$ cat src/rtl/dmem_arbiter.sv
// Round-robin arbiter sharing one single-ported data RAM between the CPU memory
// stage and a debug/loader host port, with one-cycle read-return routing.
module dmem_arbiter #(
  parameter int ADDR_W = 8,
  parameter int DATA_W = 16
) (
  input  logic              CLK,
  input  logic              rst,
  input  logic              cpu_req,
  input  logic              cpu_we,
  input  logic [ADDR_W-1:0] cpu_addr,
  input  logic [DATA_W-1:0] cpu_wdata,
  output logic              cpu_gnt,
  output logic              cpu_stall,
  output logic              cpu_rvalid,
  output logic [DATA_W-1:0] cpu_rdata,
  input  logic              dbg_req,
  input  logic              dbg_we,
  input  logic [ADDR_W-1:0] dbg_addr,
  input  logic [DATA_W-1:0] dbg_wdata,
  input  logic              dbg_lock,
  output logic              dbg_gnt,
  output logic              dbg_rvalid,
  output logic [DATA_W-1:0] dbg_rdata,
  output logic              mem_en,
  output logic              mem_we,
  output logic [ADDR_W-1:0] mem_addr,
  output logic [DATA_W-1:0] mem_wdata,
  input  logic [DATA_W-1:0] mem_rdata,
  output logic              prio_o,
  output logic [1:0]        rd_owner_o
);

  typedef enum logic {P_CPU = 1'b0, P_DBG = 1'b1} prio_e;
  typedef enum logic [1:0] {OWN_NONE = 2'd0, OWN_CPU = 2'd1, OWN_DBG = 2'd2} owner_e;

  prio_e             prio_q, prio_d;
  owner_e            rd_owner_q, rd_owner_d;
  logic [DATA_W-1:0] cpu_rdata_q, cpu_rdata_d;
  logic [DATA_W-1:0] dbg_rdata_q, dbg_rdata_d;
  logic              cpu_win, dbg_win;

  // Handshake: a request is accepted in the same cycle its gnt is high; a
  // stalled requester keeps req/we/addr/wdata stable until gnt, nothing is buffered.
  always_comb begin
    cpu_win = cpu_req & ~(dbg_req & (dbg_lock | (prio_q == P_DBG)));
    dbg_win = dbg_req & ~cpu_win;
    cpu_gnt = cpu_win & ~rst;
    dbg_gnt = dbg_win & ~rst;
    cpu_stall = cpu_req & ~cpu_gnt;
    mem_en = cpu_gnt | dbg_gnt;
    mem_we = 1'b0;
    mem_addr = '0;
    mem_wdata = '0;
    if (cpu_gnt) begin
      mem_we = cpu_we;
      mem_addr = cpu_addr;
      mem_wdata = cpu_wdata;
    end else if (dbg_gnt) begin
      mem_we = dbg_we;
      mem_addr = dbg_addr;
      mem_wdata = dbg_wdata;
    end
  end

  // Next-state: priority moves to the loser only after an unlocked tie.
  always_comb begin
    prio_d = prio_q;
    rd_owner_d = OWN_NONE;
    cpu_rdata_d = cpu_rdata_q;
    dbg_rdata_d = dbg_rdata_q;
    if (cpu_req && dbg_req && !dbg_lock) begin
      prio_d = cpu_gnt ? P_DBG : P_CPU;
    end
    if (cpu_gnt && !cpu_we) begin
      rd_owner_d = OWN_CPU;
    end else if (dbg_gnt && !dbg_we) begin
      rd_owner_d = OWN_DBG;
    end
    if (rd_owner_q == OWN_CPU) begin
      cpu_rdata_d = mem_rdata;
    end
    if (rd_owner_q == OWN_DBG) begin
      dbg_rdata_d = mem_rdata;
    end
  end

  always_ff @(posedge CLK or posedge rst) begin
    if (rst) begin
      prio_q <= P_CPU;
      rd_owner_q <= OWN_NONE;
      cpu_rdata_q <= '0;
      dbg_rdata_q <= '0;
    end else begin
      prio_q <= prio_d;
      rd_owner_q <= rd_owner_d;
      cpu_rdata_q <= cpu_rdata_d;
      dbg_rdata_q <= dbg_rdata_d;
    end
  end

  // Return data is shown in the cycle it arrives, then held in the port register.
  always_comb begin
    cpu_rvalid = (rd_owner_q == OWN_CPU);
    dbg_rvalid = (rd_owner_q == OWN_DBG);
    cpu_rdata = cpu_rvalid ? mem_rdata : cpu_rdata_q;
    dbg_rdata = dbg_rvalid ? mem_rdata : dbg_rdata_q;
    prio_o = prio_q;
    rd_owner_o = rd_owner_q;
  end

endmodule

$ cat config.mk
export PLATFORM = sky130hd
export DESIGN_NAME = dmem_arbiter
export DESIGN_NICKNAME = d
export VERILOG_FILES = /design/src/rtl/dmem_arbiter.sv
export SDC_FILE = /design/constraint.sdc
export NUM_CORES = 1
export LEC_CHECK = 0
export CELL_PAD_IN_SITES_DETAIL_PLACEMENT = 0
export CELL_PAD_IN_SITES_GLOBAL_PLACEMENT = 2
export CORE_MARGIN = 4
export CORE_UTILIZATION = 19
export DETAILED_ROUTE_END_ITERATION = 7
export PLACE_DENSITY_LB_ADDON = 0.1
export SYNTH_ARGS = -nofsm -noshare
export SYNTH_HDL_FRONTEND = slang
export SYNTH_SLANG_ARGS = --single-unit
$ cat constraint.sdc
create_clock -name CLK -period 7.5 [get_ports CLK]
set_clock_uncertainty 0.2 [all_clocks]
set_input_delay 1.5 -clock CLK [delete_from_list [all_inputs] [get_ports CLK]]
set_output_delay 1.5 -clock CLK [all_outputs]
set_load 0.05 [all_outputs]
Yosys cells after proc, flatten, opt, wreduce, memory -nomap -nowiden. Cells that the tools add are included.

Eq/ne operators: 2. Bitwise operators: 12. Multiplexer cells: 11. $mul: 0. $lt $le $gt $ge: 0. Add/sub/neg operators: 0. Reductions and logical operators: 7. Shift operators: 0. Div/mod/pow operators: 0.

Operators with widths (number): 16-bit two-way mux (4); 8-bit two-way mux (2); 1-bit bitwise AND (6); 1-bit logical AND (4); 2-bit two-way mux (2); 1-bit NOT (4); 1-bit logical NOT (3); 1-bit two-way mux (3); 2-bit by 1-bit == test with 1-bit output, second input constant (1); 2-bit == test, second input constant (1); 1-bit OR (2).

Word-level logic and storage cells: 36. Memory bits (read-only): 0. Bits in latches: 0. Bits in writable memories: 0. Register bits after elaboration: 35. Memories: 0.

Longest topological paths before layout. Gate-level depths: netlist of run 1.

Word-level depth: 10. Gate-level depth with buffers: 5. Mapped depth without buffers: 3.

Least setup slack after synthesis of run 1. OpenSTA, ideal clock, no wires.

Path kind: input -> output. Start: in rst. End: out mem_wdata[10]. Arrival: 3386 ps. Buffers on the path: 1. Cell stages on the path: 4. Path slack: 2414 ps. Cells stage by stage: inv_1 -> and3_1 -> buf_2 -> a22o_1.

Elaborated cells on any way between the ends: 5. Classes of those cells: mux: 2; bitwise: 3.

RTL lines: start, declared (RTL line 8) `input logic rst,`; 1-bit NOT (RTL line 48) `cpu_gnt = cpu_win & ~rst;`; 1-bit bitwise AND (RTL line 48); named net cpu_gnt (RTL line 13) `output logic cpu_gnt,`; 16-bit two-way mux (RTL line 55) `if (cpu_gnt) begin`; end, declared (RTL line 28) `output logic [DATA_W-1:0] mem_wdata,`.

The timed path passes the listed nets, and every way through them passes these cells.

Final worst setup path of run 1.
Start: in dbg_lock. End: out mem_wdata[9].

Cells in the longest elaborated chain, start to end: 9. Elaborated cells on any way between the ends: 10. Classes of those cells: mux: 2; bitwise: 8.

Ends and longest elaborated chain: start, declared (RTL line 21) `input logic dbg_lock,`; 1-bit OR (*) (RTL line 46) `cpu_win = cpu_req & ~(dbg_req & (dbg_lock | (prio_q == P_DBG)));`; 1-bit bitwise AND (*) (RTL line 46); 1-bit NOT (*) (RTL line 46); 1-bit bitwise AND (*) (RTL line 46); 1-bit NOT (RTL line 47) `dbg_win = dbg_req & ~cpu_win;`; 1-bit bitwise AND (RTL line 47); 1-bit bitwise AND (RTL line 49) `dbg_gnt = dbg_win & ~rst;`; 16-bit two-way mux (RTL line 59) `end else if (dbg_gnt) begin`; 16-bit two-way mux (*) (RTL line 55).

Mark *: on every way between the ends. The rest lies on a longest branch, timed or not.

==> PnR_summary.wiki, run 1 <==
{| class="wikitable"
! Metric !! Value
|-
| Outcome || finished clean
|-
| Max-capacitance violation count || 0
|-
| Worst skew pair latency || 0.28 ns
|-
| Antenna violations before repair || 0
|-
| Number of DRC violations after detailed-routing iteration 0 || 35
|-
| Maximum number of pins on one net before global-route repair || 36
|-
| Worst hold path cell count || 1
|-
| HP Class || register to register
|-
| Clock tree from TritonCTS || yes
|-
| Peak VDD IR || around 0.066 mV
|-
| Worst Setup Path Type || input port to output port
|-
| YS warnings || 0
|-
| Mux cell area share after synthesis || between 20% and 30%
|-
| Number of max-slew violations in the final report || 0
|-
| Wire length per cell after detailed routing || around 15 microns
|-
| First-pass GRT wire length || 8540 microns
|-
| Final weighted congestion in routability-driven placement || 0.713
|-
| Detailed placement HPWL || about 4300 microns
|-
| Period utilisation layout || roughly 77%
|-
| Fraction of final layout cells with drive strength greater than 1 || between 15 and 20%
|-
| Hold buffers post-CTS || 0
|-
| Die Width || 100 microns
|-
| Final WL || approximately 5500 microns
|-
| Number of setup buffers added after CTS || 0
|-
| Leftover overflow at the end of global routing || 0
|-
| Critical path endpoint category || output port
|-
| Starting Density || slightly below 20%
|-
| Critical R2R Capture || cpu_rdata_q[8]
|-
| Die boundary height || about 100 microns
|-
| Shortest clock period the worst path allows after layout || between 5 and 6 ns
|-
| Share of synthesized cell area in full adder, half adder and majority cells || 0%
|-
| Maximum fanout count along the critical path || 29
|-
| Reg2Reg Depth || 2
|-
| Actual transition at the worst max-transition pin || 1.01 ns
|-
| Critical path launch point || dbg_lock
|-
| Post-route DRC violation count || 0
|-
| Crit Reg-Reg Startpoint || rd_owner_o[1]
|-
| Root buf cell || clkbuf_8
|-
| Post-synthesis compound-gate area fraction || between 10% and 20%
|-
| Nets || roughly 320
|-
| Endpoint with the worst hold slack || cpu_rdata_q[12]
|-
| Number of CTS-inserted buffers || 5
|-
| Power, Total || 798 uW
|-
| Clock Path Buffers || 2
|-
| Floorplan die area || 10,000 sq um
|-
| Xor and xnor fraction of the mapped netlist area || 0%
|-
| Worst Path Required || about 5.8 ns
|-
| Final setup violation count || 0
|-
| CTS clock-pin slew for the worst setup and hold paths || 0.07 ns
|-
| Synthesized instance count || about 120
|-
| Yosys cell types || 18
|-
| CTS Sinks || 35
|-
| Arrival time at the worst endpoint || approximately 4.0 ns
|-
| Flop and latch count out of synthesis || 35
|-
| Hold Fails Final Rpt || 0
|-
| Part of the Yosys area used for sequential elements || between 50% and 60%
|-
| Vias in the first global route || ~1,600
|-
| Top achievable clock speed || ~170 MHz
|-
| Leakage Power || 0.00126 uW
|-
| Detailed-route vias per instance || ~4.2
|-
| Number of detailed-route iterations in the first pass || 4
|-
| Mapped Nets || ~190
|-
| Unrepaired setup endpoints after global routing || false
|-
| Dominant combinational cell family by area after synthesis || multiplexers
|-
| Area growth, synth to finish || 93.7%
|-
| Number of diodes added for antenna fixing || 0
|-
| Core Area || roughly 8300 sq um
|-
| Headroom to the max-slew limit || between 30 and 40%
|-
| Share of synthesized cell area in and, or, nand and nor gates || under 10%
|-
| Number of placement rows || 33
|-
| Minimum setup slack among reg-to-reg paths || 5.55 ns
|-
| Worst Hold Launch || cpu_rdata_q[12]
|-
| Port Buf Inserts || approximately 140
|-
| Summed negative setup slack over all endpoints || 0 ns
|-
| Power per cell area || around 260 nW/um^2
|-
| Number of gates resized after CTS || 0
|-
| Netlist area before placement || about 1600 sq um
|-
| Crit path launch type || input port
|-
| Combined global-route utilization of all metal layers || between 10% and 20%
|-
| Via total after detailed routing || between 1,500 and 2,000
|-
| Synthesized area per cell || around 14 sq um
|-
| Number of placed I/O pins || around 140
|-
| Max H-tree Level || 2
|-
| Antenna violation net count after detailed routing || 0
|}
-- per-stage QoR --
stage	std cells	worst slack, ns	hold WS [ns]	instance area, sq um	utilization, %
after floorplan	117	2.41	0.497	1610	-
after global placement	349	1.68	0.269	3050	36.9
after detailed placement	349	1.72	0.282	3050	36.9
after CTS	357	1.71	0.301	3130	37.9
after global routing	357	1.60	0.317	3130	37.9
final	357	1.76	0.298	3130	37.9
-- cells in the final DEF, fill, tap and decap left out, drive strengths merged --
master	synthesis	layout
and3	1	1
nor2	1	1
o21ai	1	1
o311a	1	1
a22o	25	25
nand2b	1	1
dfrtp	35	35
buf	10	1
nor3	1	1
nand3b	1	1
nor2b	3	3
mux2	32	32
clkinv	0	1
clkdlybuf4s50	0	136
clkbuf	0	7
or2	1	1
a21o	1	1
inv	3	3
-- synth_stat cells --
master | n | area [sq um]
dfrtp_1 | 35 | 876
mux2_1 | 1 | 11.3
nor3_1 | 1 | 5.00
o21ai_0 | 1 | 5.00
and3_1 | 1 | 6.26
a22o_1 | 25 | 219
nand2b_1 | 1 | 6.26
inv_1 | 3 | 11.3
nor2_1 | 1 | 3.75
buf_4 | 1 | 7.51
buf_6 | 3 | 33.8
mux2_2 | 31 | 349
o311a_1 | 1 | 10.0
buf_2 | 6 | 30.0
or2_2 | 1 | 6.26
nand3b_1 | 1 | 7.51
nor2b_1 | 3 | 18.8
a21o_1 | 1 | 7.51
-- per-layer routing --
metal	track usage [%]	routed length, microns	vias up
met5	0	0	-
met4	3.42	46	0
met3	5.07	686	4
met2	18.0	2710	88
met1	12.5	2090	717
li1	-	-	699
-- critical path, stage by stage --
cell and delay, ns:
clkdlybuf4s50_1 0.44, o21ai_0 0.15, and3_1 0.84, a22o_1 0.29, clkdlybuf4s50_1 0.81
-- flip-flops by register name, summed over array words and instances (netlist names) --
register and count:
cpu_rdata_q 16, dbg_rdata_q 16, prio_o 1, rd_owner_o 2
-- where the power goes --
group,switching (uW),internal [uW]
Clock,64.5,65.2
Sequential,9.99,231
Combinational,265,162
Total,339,458
-- layout make-up --
cell class              count  area [sq um]
multi-input cells          69           658
clock inverters             1          5.00
clock buffers               7          76.3
flip-flops and latches     35           876
repair buffers            137          1370
well taps                 105           131
inverters                   3          11.3
fillers                   811          5130
-- how the worst max path moves through the flow --
stage                     to  slack (ns)  cells past startpoint
6_report        mem_wdata[9]        1.76                      5
5_1_grt          mem_addr[7]        1.60                      5
4_1_cts         mem_wdata[9]        1.71                      5
3_5_place_dp   mem_wdata[11]        1.72                      5
3_3_place_gp    mem_wdata[5]        1.68                      5
2_1_floorplan  mem_wdata[10]        2.41                      4
-- logic make-up (layout without fill, tap and decap cells) --
kind of cell           after synthesis  after routing
AOI/OAI and AO/OA                   28             28
buffers and inverters               13            148
DFF                                 35             35
muxes                               32             32
and+or+nand+nor                      9              9
Note: power is estimated with default switching activity, not from simulation.
==> inputs of run 2 (changes only) <==
- CORE_UTILIZATION: 19 -> 16
- clock period: 7.5 -> 5.2 ns (I/O delays scaled with it)
==> run 2 against run 1 <==
- first-iteration DRC count grew 66%
- utilization down 2.8 points
- wire length rose by 16%
- largest power group unchanged
==> PnR_summary.wiki, run 2 (synthesis results as in run 1) <==
{| class="wikitable"
! Metric !! Value
|-
| Outcome || finished clean (unchanged)
|-
| Fraction of final layout cells with drive strength greater than 1 || 27.7% (was 15.9%)
|-
| Number of gates resized after CTS || 0 (unchanged)
|-
| Core Area || 9820 sq um (was 8260 sq um)
|-
| Worst skew pair latency || 0.28 ns (about the same)
|-
| Clock Path Buffers || 2 (unchanged)
|-
| Max H-tree Level || 2 (unchanged)
|-
| Final non-filler cell area || 3450 sq um (was 3130 sq um)
|-
| Leakage Power || 0.00141 uW (was 0.00126 uW)
|-
| Number of max-slew violations in the final report || 0 (unchanged)
|-
| Floorplan die area || 11,800 sq um (was 10,000 sq um)
|-
| Number of detailed-route iterations in the first pass || 3 (was 4)
|-
| HP Class || register to register (unchanged)
|-
| Crit path launch type || input port (unchanged)
|-
| Max-capacitance violation count || 0 (unchanged)
|-
| Number of placed I/O pins || 137 (unchanged)
|-
| Antenna violations before repair || 0 (unchanged)
|-
| Final standard cell count with taps included and fillers excluded || 386 (was 357)
|-
| Starting Density || 16.4% (was 19.5%)
|-
| Number of diodes added for antenna fixing || 0 (unchanged)
|-
| Period utilisation layout || roughly 81%
|-
| Hold buffers post-CTS || 0 (unchanged)
|-
| Final setup violation count || 0 (unchanged)
|-
| Fraction of the core area covered by cells at the end of the flow || 35.1% (was 37.9%)
|-
| Nets || 323 (was 322)
|-
| Arrival time at the worst endpoint || 2.95 ns (was 4.04 ns)
|-
| Maximum fanout count along the critical path || 28 (was 29)
|-
| Final weighted congestion in routability-driven placement || 0.696 (was 0.713)
|-
| Number of placement rows || 36 (was 33)
|-
| CTS clock-pin slew for the worst setup and hold paths || 0.07 ns (about the same)
|-
| Die Width || 108 microns (was 100 microns)
|-
| Number of setup buffers added after CTS || 0 (unchanged)
|-
| Power per cell area || 347 nW/um^2 (was 255 nW/um^2)
|-
| Number of DRC violations after detailed-routing iteration 0 || 58 (was 35)
|-
| Unrepaired setup endpoints after global routing || false (unchanged)
|-
| Most common cell after layout, fill and taps aside || clkdlybuf4s50_1 (unchanged)
|-
| Headroom to the max-slew limit || 25.2% (was 32.1%)
|-
| Via total after detailed routing || 1,510 (was 1,508)
|-
| Cells traversed along the worst timing path || clkdlybuf4s50_1, inv_1, o311a_1, a22o_1, buf_12 (was clkdlybuf4s50_1, o21ai_0, and3_1, a22o_1, clkdlybuf4s50_1)
|-
| Hold Fails Final Rpt || 0 (unchanged)
|-
| Detailed-route vias per instance || 3.91 (was 4.22)
|-
| Library cell contributing the largest single delay on the critical path || o311a_1 (was and3_1)
|-
| Top achievable clock speed || 239 MHz
|-
| Clock tree from TritonCTS || yes (unchanged)
|-
| Worst Path Required || 3.96 ns (was 5.80 ns)
|-
| Instance area at placement || 3370 sq um (was 3050 sq um)
|-
| Post-route DRC violation count || 0 (unchanged)
|-
| Area growth, synth to finish || 114% (was 93.7%)
|-
| Highest-count cells in the layout ignoring fill and taps || clkdlybuf4s50_1, dfrtp_1, mux2_2 (unchanged)
|-
| Die boundary height || 108 microns (was 100 microns)
|-
| Peak VDD IR || 0.141 mV (was 0.0658 mV)
|-
| Final WL || 6390 microns (was 5530 microns)
|-
| First-pass GRT wire length || 9560 microns (was 8540 microns)
|-
| Maximum number of pins on one net before global-route repair || 36 (unchanged)
|-
| Actual transition at the worst max-transition pin || 1.12 ns (was 1.01 ns)
|-
| Critical path endpoint category || output port (unchanged)
|-
| Leftover overflow at the end of global routing || 0 (unchanged)
|-
| Worst Setup Path Type || input port to output port (unchanged)
|-
| Largest stage delay on the critical path || 0.92 ns (was 0.84 ns)
|-
| Combined global-route utilization of all metal layers || 10.8% (was 10.9%)
|-
| Summed negative setup slack over all endpoints || 0 ns (unchanged)
|-
| Detailed placement HPWL || 5280 microns (was 4260 microns)
|-
| Number of placed cells counting well taps || 378 (was 349)
|-
| Root buf cell || clkbuf_8 (unchanged)
|-
| Crit path max-delay family || compound AO/OA/AOI/OAI gates (was buffers and inverters)
|-
| Number of fill cells || 1,012 (was 811)
|-
| Power, Total || 1200 uW (was 798 uW)
|-
| Number of CTS-inserted buffers || 5 (unchanged)
|-
| Buf/Inv on CP || 3 (was 2)
|-
| Port Buf Inserts || 136 (unchanged)
|-
| CTS Sinks || 35 (unchanged)
|-
| Antenna violation net count after detailed routing || 0 (unchanged)
|-
| Shortest clock period the worst path allows after layout || between 4 and 5 ns
|-
| Wire length per cell after detailed routing || 16.6 microns (was 15.5 microns)
|-
| Vias in the first global route || 1,713 (was 1,647)
|}
run 2: metrics by stage:
step           hold WS (ns)  setup slack, ns
6_report              0.283             1.01
5_1_grt               0.309            0.810
4_1_cts               0.296            0.965
3_5_place_dp          0.279            0.972
3_3_place_gp          0.268            0.942
2_1_floorplan         0.497             1.03
run 2: worst reg2reg max path: stages, from the launching register on:
cell     delay (ns)
dfrtp_1        0.40
nor2b_2        0.77
mux2_2         0.44
run 2: path summary, 6_finish.rpt:
kind / depth (start not counted) / start / slack [ns] / end
min in group asynchronous: 3 / rst / 1.03 / prio_o
min: 1 / cpu_rdata_q[14] / 0.28 / cpu_rdata_q[14]
max reg2reg: 2 / rd_owner_o[1] / 3.27 / cpu_rdata_q[4]
max in group asynchronous: 3 / rst / 3.44 / cpu_rdata_q[7]
min reg2reg: 1 / cpu_rdata_q[14] / 0.28 / cpu_rdata_q[14]
max: 5 / cpu_req / 1.01 / mem_addr[0]
run 2: report_power, final:
group / switching (uW) / internal (uW)
Clock: 94.5 / 94.0
Combinational: 394 / 267
Sequential: 14.5 / 333
Total: 503 / 694
run 2: layer usage:
metal	wire, microns	up-vias	GRT usage (%)
met5	0	-	0
met4	34	0	1.89
met3	742	4	6.27
met2	3290	77	18.6
met1	2320	729	11.7
li1	-	700	-
run 2: layout make-up:
cell class / instances / area, sq um / area share [%]
Clock buffer: 7 / 76.3 / 2.21
Sequential cell: 35 / 876 / 25.4
Inverter: 3 / 11.3 / 0.327
Multi-Input combinational cell: 69 / 658 / 19.1
Clock inverter: 1 / 5.00 / 0.145
Timing Repair Buffer: 138 / 1650 / 48.0
Tap cell: 133 / 166 / 4.83
==> inputs of run 3 (changes only) <==
- CORE_UTILIZATION: 16 -> 18
- clock period: 5.2 -> 4.1 ns (I/O delays scaled with it)
==> run 3 against run 2 <==
- sequential power rose by 27%
- sequential share of layout area is 0.10 points higher
- cell count shrank 6.2%
- utilization up 4.3 points
- largest power group unchanged
==> PnR_summary.wiki, run 3 (synthesis results as in run 1) <==
{| class="wikitable"
! Metric !! Value
|-
| Hold Fails Final Rpt || 0 (unchanged)
|-
| Vias in the first global route || 1,603 (was 1,713)
|-
| Reg2Reg Depth || 3 (was 2)
|-
| Combined global-route utilization of all metal layers || 10.9% (was 10.8%)
|-
| Final WL || 6040 microns (was 6390 microns)
|-
| Clock tree from TritonCTS || yes (unchanged)
|-
| Detailed-route vias per instance || 4.16 (was 3.91)
|-
| Multi-input gate area || 658 sq um (unchanged)
|-
| First-pass GRT wire length || 8600 microns (was 9560 microns)
|-
| Endpoint with the worst hold slack || cpu_rdata_q[14] (unchanged)
|-
| Peak VDD IR || 0.182 mV (was 0.141 mV)
|-
| Clock Path Buffers || 2 (unchanged)
|-
| Crit path launch type || input port (unchanged)
|-
| Number of placement rows || 34 (was 36)
|-
| Antenna violation net count after detailed routing || 0 (unchanged)
|-
| Floorplan die area || 10,500 sq um (was 11,800 sq um)
|-
| Final setup violation count || 0 (unchanged)
|-
| Nets || 326 (was 323)
|-
| Library cell contributing the largest single delay on the critical path || o311a_1 (unchanged)
|-
| Worst hold path cell count || 1 (unchanged)
|-
| Actual transition at the worst max-transition pin || 0.553 ns (was 1.12 ns)
|-
| Power per cell area || 438 nW/um^2 (was 347 nW/um^2)
|-
| Shortest clock period the worst path allows after layout || roughly 3.6 ns
|-
| Wire length per cell after detailed routing || 16.7 microns (was 16.6 microns)
|-
| Die boundary height || 103 microns (was 108 microns)
|-
| Antenna violations before repair || 0 (unchanged)
|-
| HP Class || register to register (unchanged)
|-
| Die Width || 103 microns (was 108 microns)
|-
| Unrepaired setup endpoints after global routing || false (unchanged)
|-
| CTS clock-pin slew for the worst setup and hold paths || 0.07 ns (about the same)
|-
| Detailed placement HPWL || 4980 microns (was 5280 microns)
|-
| Most common cell after layout, fill and taps aside || clkdlybuf4s50_1 (unchanged)
|-
| Largest stage delay on the critical path || 0.51 ns (was 0.92 ns)
|-
| Number of max-slew violations in the final report || 0 (unchanged)
|-
| Top achievable clock speed || 280 MHz
|-
| Port Buf Inserts || 136 (unchanged)
|-
| Post-route DRC violation count || 0 (unchanged)
|-
| Max H-tree Level || 2 (unchanged)
|-
| Number of setup buffers added after CTS || 0 (unchanged)
|-
| Worst Setup Path Type || input port to output port (unchanged)
|-
| Via total after detailed routing || 1,506 (was 1,510)
|-
| Area taken by flip-flops and latches || 876 sq um (unchanged)
|-
| Period utilisation layout || 87.1%
|-
| Final non-filler cell area || 3430 sq um (was 3450 sq um)
|-
| Cells traversed along the worst timing path || clkdlybuf4s50_1, inv_1, o311a_1, buf_4, a22o_1, buf_12 (was clkdlybuf4s50_1, inv_1, o311a_1, a22o_1, buf_12)
|-
| Worst Hold Launch || cpu_rdata_q[14] (unchanged)
|-
| Number of diodes added for antenna fixing || 0 (unchanged)
|-
| Instance area at placement || 3360 sq um (was 3370 sq um)
|-
| Headroom to the max-slew limit || 63.0% (was 25.2%)
|-
| Hold buffers post-CTS || 0 (unchanged)
|-
| Number of detailed-route iterations in the first pass || 4 (was 3)
|-
| Maximum number of pins on one net before global-route repair || 36 (unchanged)
|-
| Leakage Power || 0.00142 uW (was 0.00141 uW)
|-
| Outcome || finished clean (unchanged)
|-
| Number of gates resized after CTS || 0 (unchanged)
|-
| Area growth, synth to finish || 113% (was 114%)
|-
| Starting Density || 18.5% (was 16.4%)
|-
| Crit Reg-Reg Startpoint || rd_owner_o[1] (unchanged)
|-
| Number of placed I/O pins || 137 (unchanged)
|-
| Highest-count cells in the layout ignoring fill and taps || clkdlybuf4s50_1, dfrtp_1, mux2_2 (unchanged)
|-
| Worst Path Required || 3.08 ns (was 3.96 ns)
|-
| Minimum setup slack among reg-to-reg paths || 2.38 ns (was 3.27 ns)
|-
| Arrival time at the worst endpoint || 2.55 ns (was 2.95 ns)
|-
| Critical path endpoint category || output port (unchanged)
|-
| Buf/Inv on CP || 4 (was 3)
|-
| Summed negative setup slack over all endpoints || 0 ns (unchanged)
|-
| Final weighted congestion in routability-driven placement || 0.737 (was 0.696)
|-
| Number of fill cells || 851 (was 1,012)
|-
| Number of DRC violations after detailed-routing iteration 0 || 12 (was 58)
|-
| Leftover overflow at the end of global routing || 0 (unchanged)
|-
| Fraction of final layout cells with drive strength greater than 1 || 28.7% (was 27.7%)
|-
| Crit path max-delay family || buffers and inverters (was compound AO/OA/AOI/OAI gates)
|-
| Worst skew pair latency || 0.27 ns (was 0.28 ns)
|-
| Max-capacitance violation count || 0 (unchanged)
|-
| Core Area || 8720 sq um (was 9820 sq um)
|-
| Maximum fanout count along the critical path || 17 (was 28)
|-
| Root buf cell || clkbuf_8 (unchanged)
|-
| Number of CTS-inserted buffers || 5 (unchanged)
|-
| CTS Sinks || 35 (unchanged)
|-
| Critical R2R Capture || dbg_rdata_q[7] (was cpu_rdata_q[4])
|}
[run 3: stage by stage]
stage / total power [uW] / hold slack (ns) / util [%] / setup slack [ns] / std cells
floorplan: 953 / 0.497 / - / 0.374 / 117
global placement: 1300 / 0.278 / 38.5 / 0.527 / 356
detailed placement: 1300 / 0.283 / 38.5 / 0.517 / 356
CTS: 1530 / 0.300 / 39.4 / 0.517 / 362
global route: 1580 / 0.309 / 39.4 / 0.439 / 362
finish: 1500 / 0.294 / 39.4 / 0.528 / 362
[run 3: worst max path at each step]
stage | start | cells past startpoint | end | slack [ns]
after floorplan | rst | 4 | mem_wdata[10] | 0.37
after global placement | cpu_req | 6 | mem_wdata[13] | 0.53
after detailed placement | cpu_req | 6 | mem_addr[6] | 0.52
after CTS | cpu_req | 6 | mem_addr[1] | 0.52
after global routing | cpu_req | 6 | mem_wdata[0] | 0.44
final | cpu_req | 6 | mem_addr[6] | 0.53
[run 3: area by class of cell]
class / instances / share of cell area, %
Clock buffer: 5 / 2.00
Clock inverter: 1 / 0.219
Inverter: 3 / 0.328
Multi-Input combinational cell: 69 / 19.2
Sequential cell: 35 / 25.5
Tap cell: 108 / 3.94
Timing Repair Buffer: 141 / 48.8
[run 3: power breakdown]
part	switching, uW	leakage, uW	total [uW]	internal (uW)
Combinational	498	0.000965	838	340
Sequential	17.8	0.000417	440	422
Clock	112	0.0000361	225	113
[run 3: per-layer routing]
layer,part of all wire [%],vias to the layer above,track usage (%)
li1,-,705,-
met1,33,730,11.3
met2,54,67,19.7
met3,11,4,5.68
met4,1.2,0,1.92
met5,0,-,0
[run 3: worst register-to-register path: stages (launching register included)]
cell and delay (ns):
dfrtp_1 0.40, nand2b_1 0.37, buf_4 0.28, mux2_2 0.37
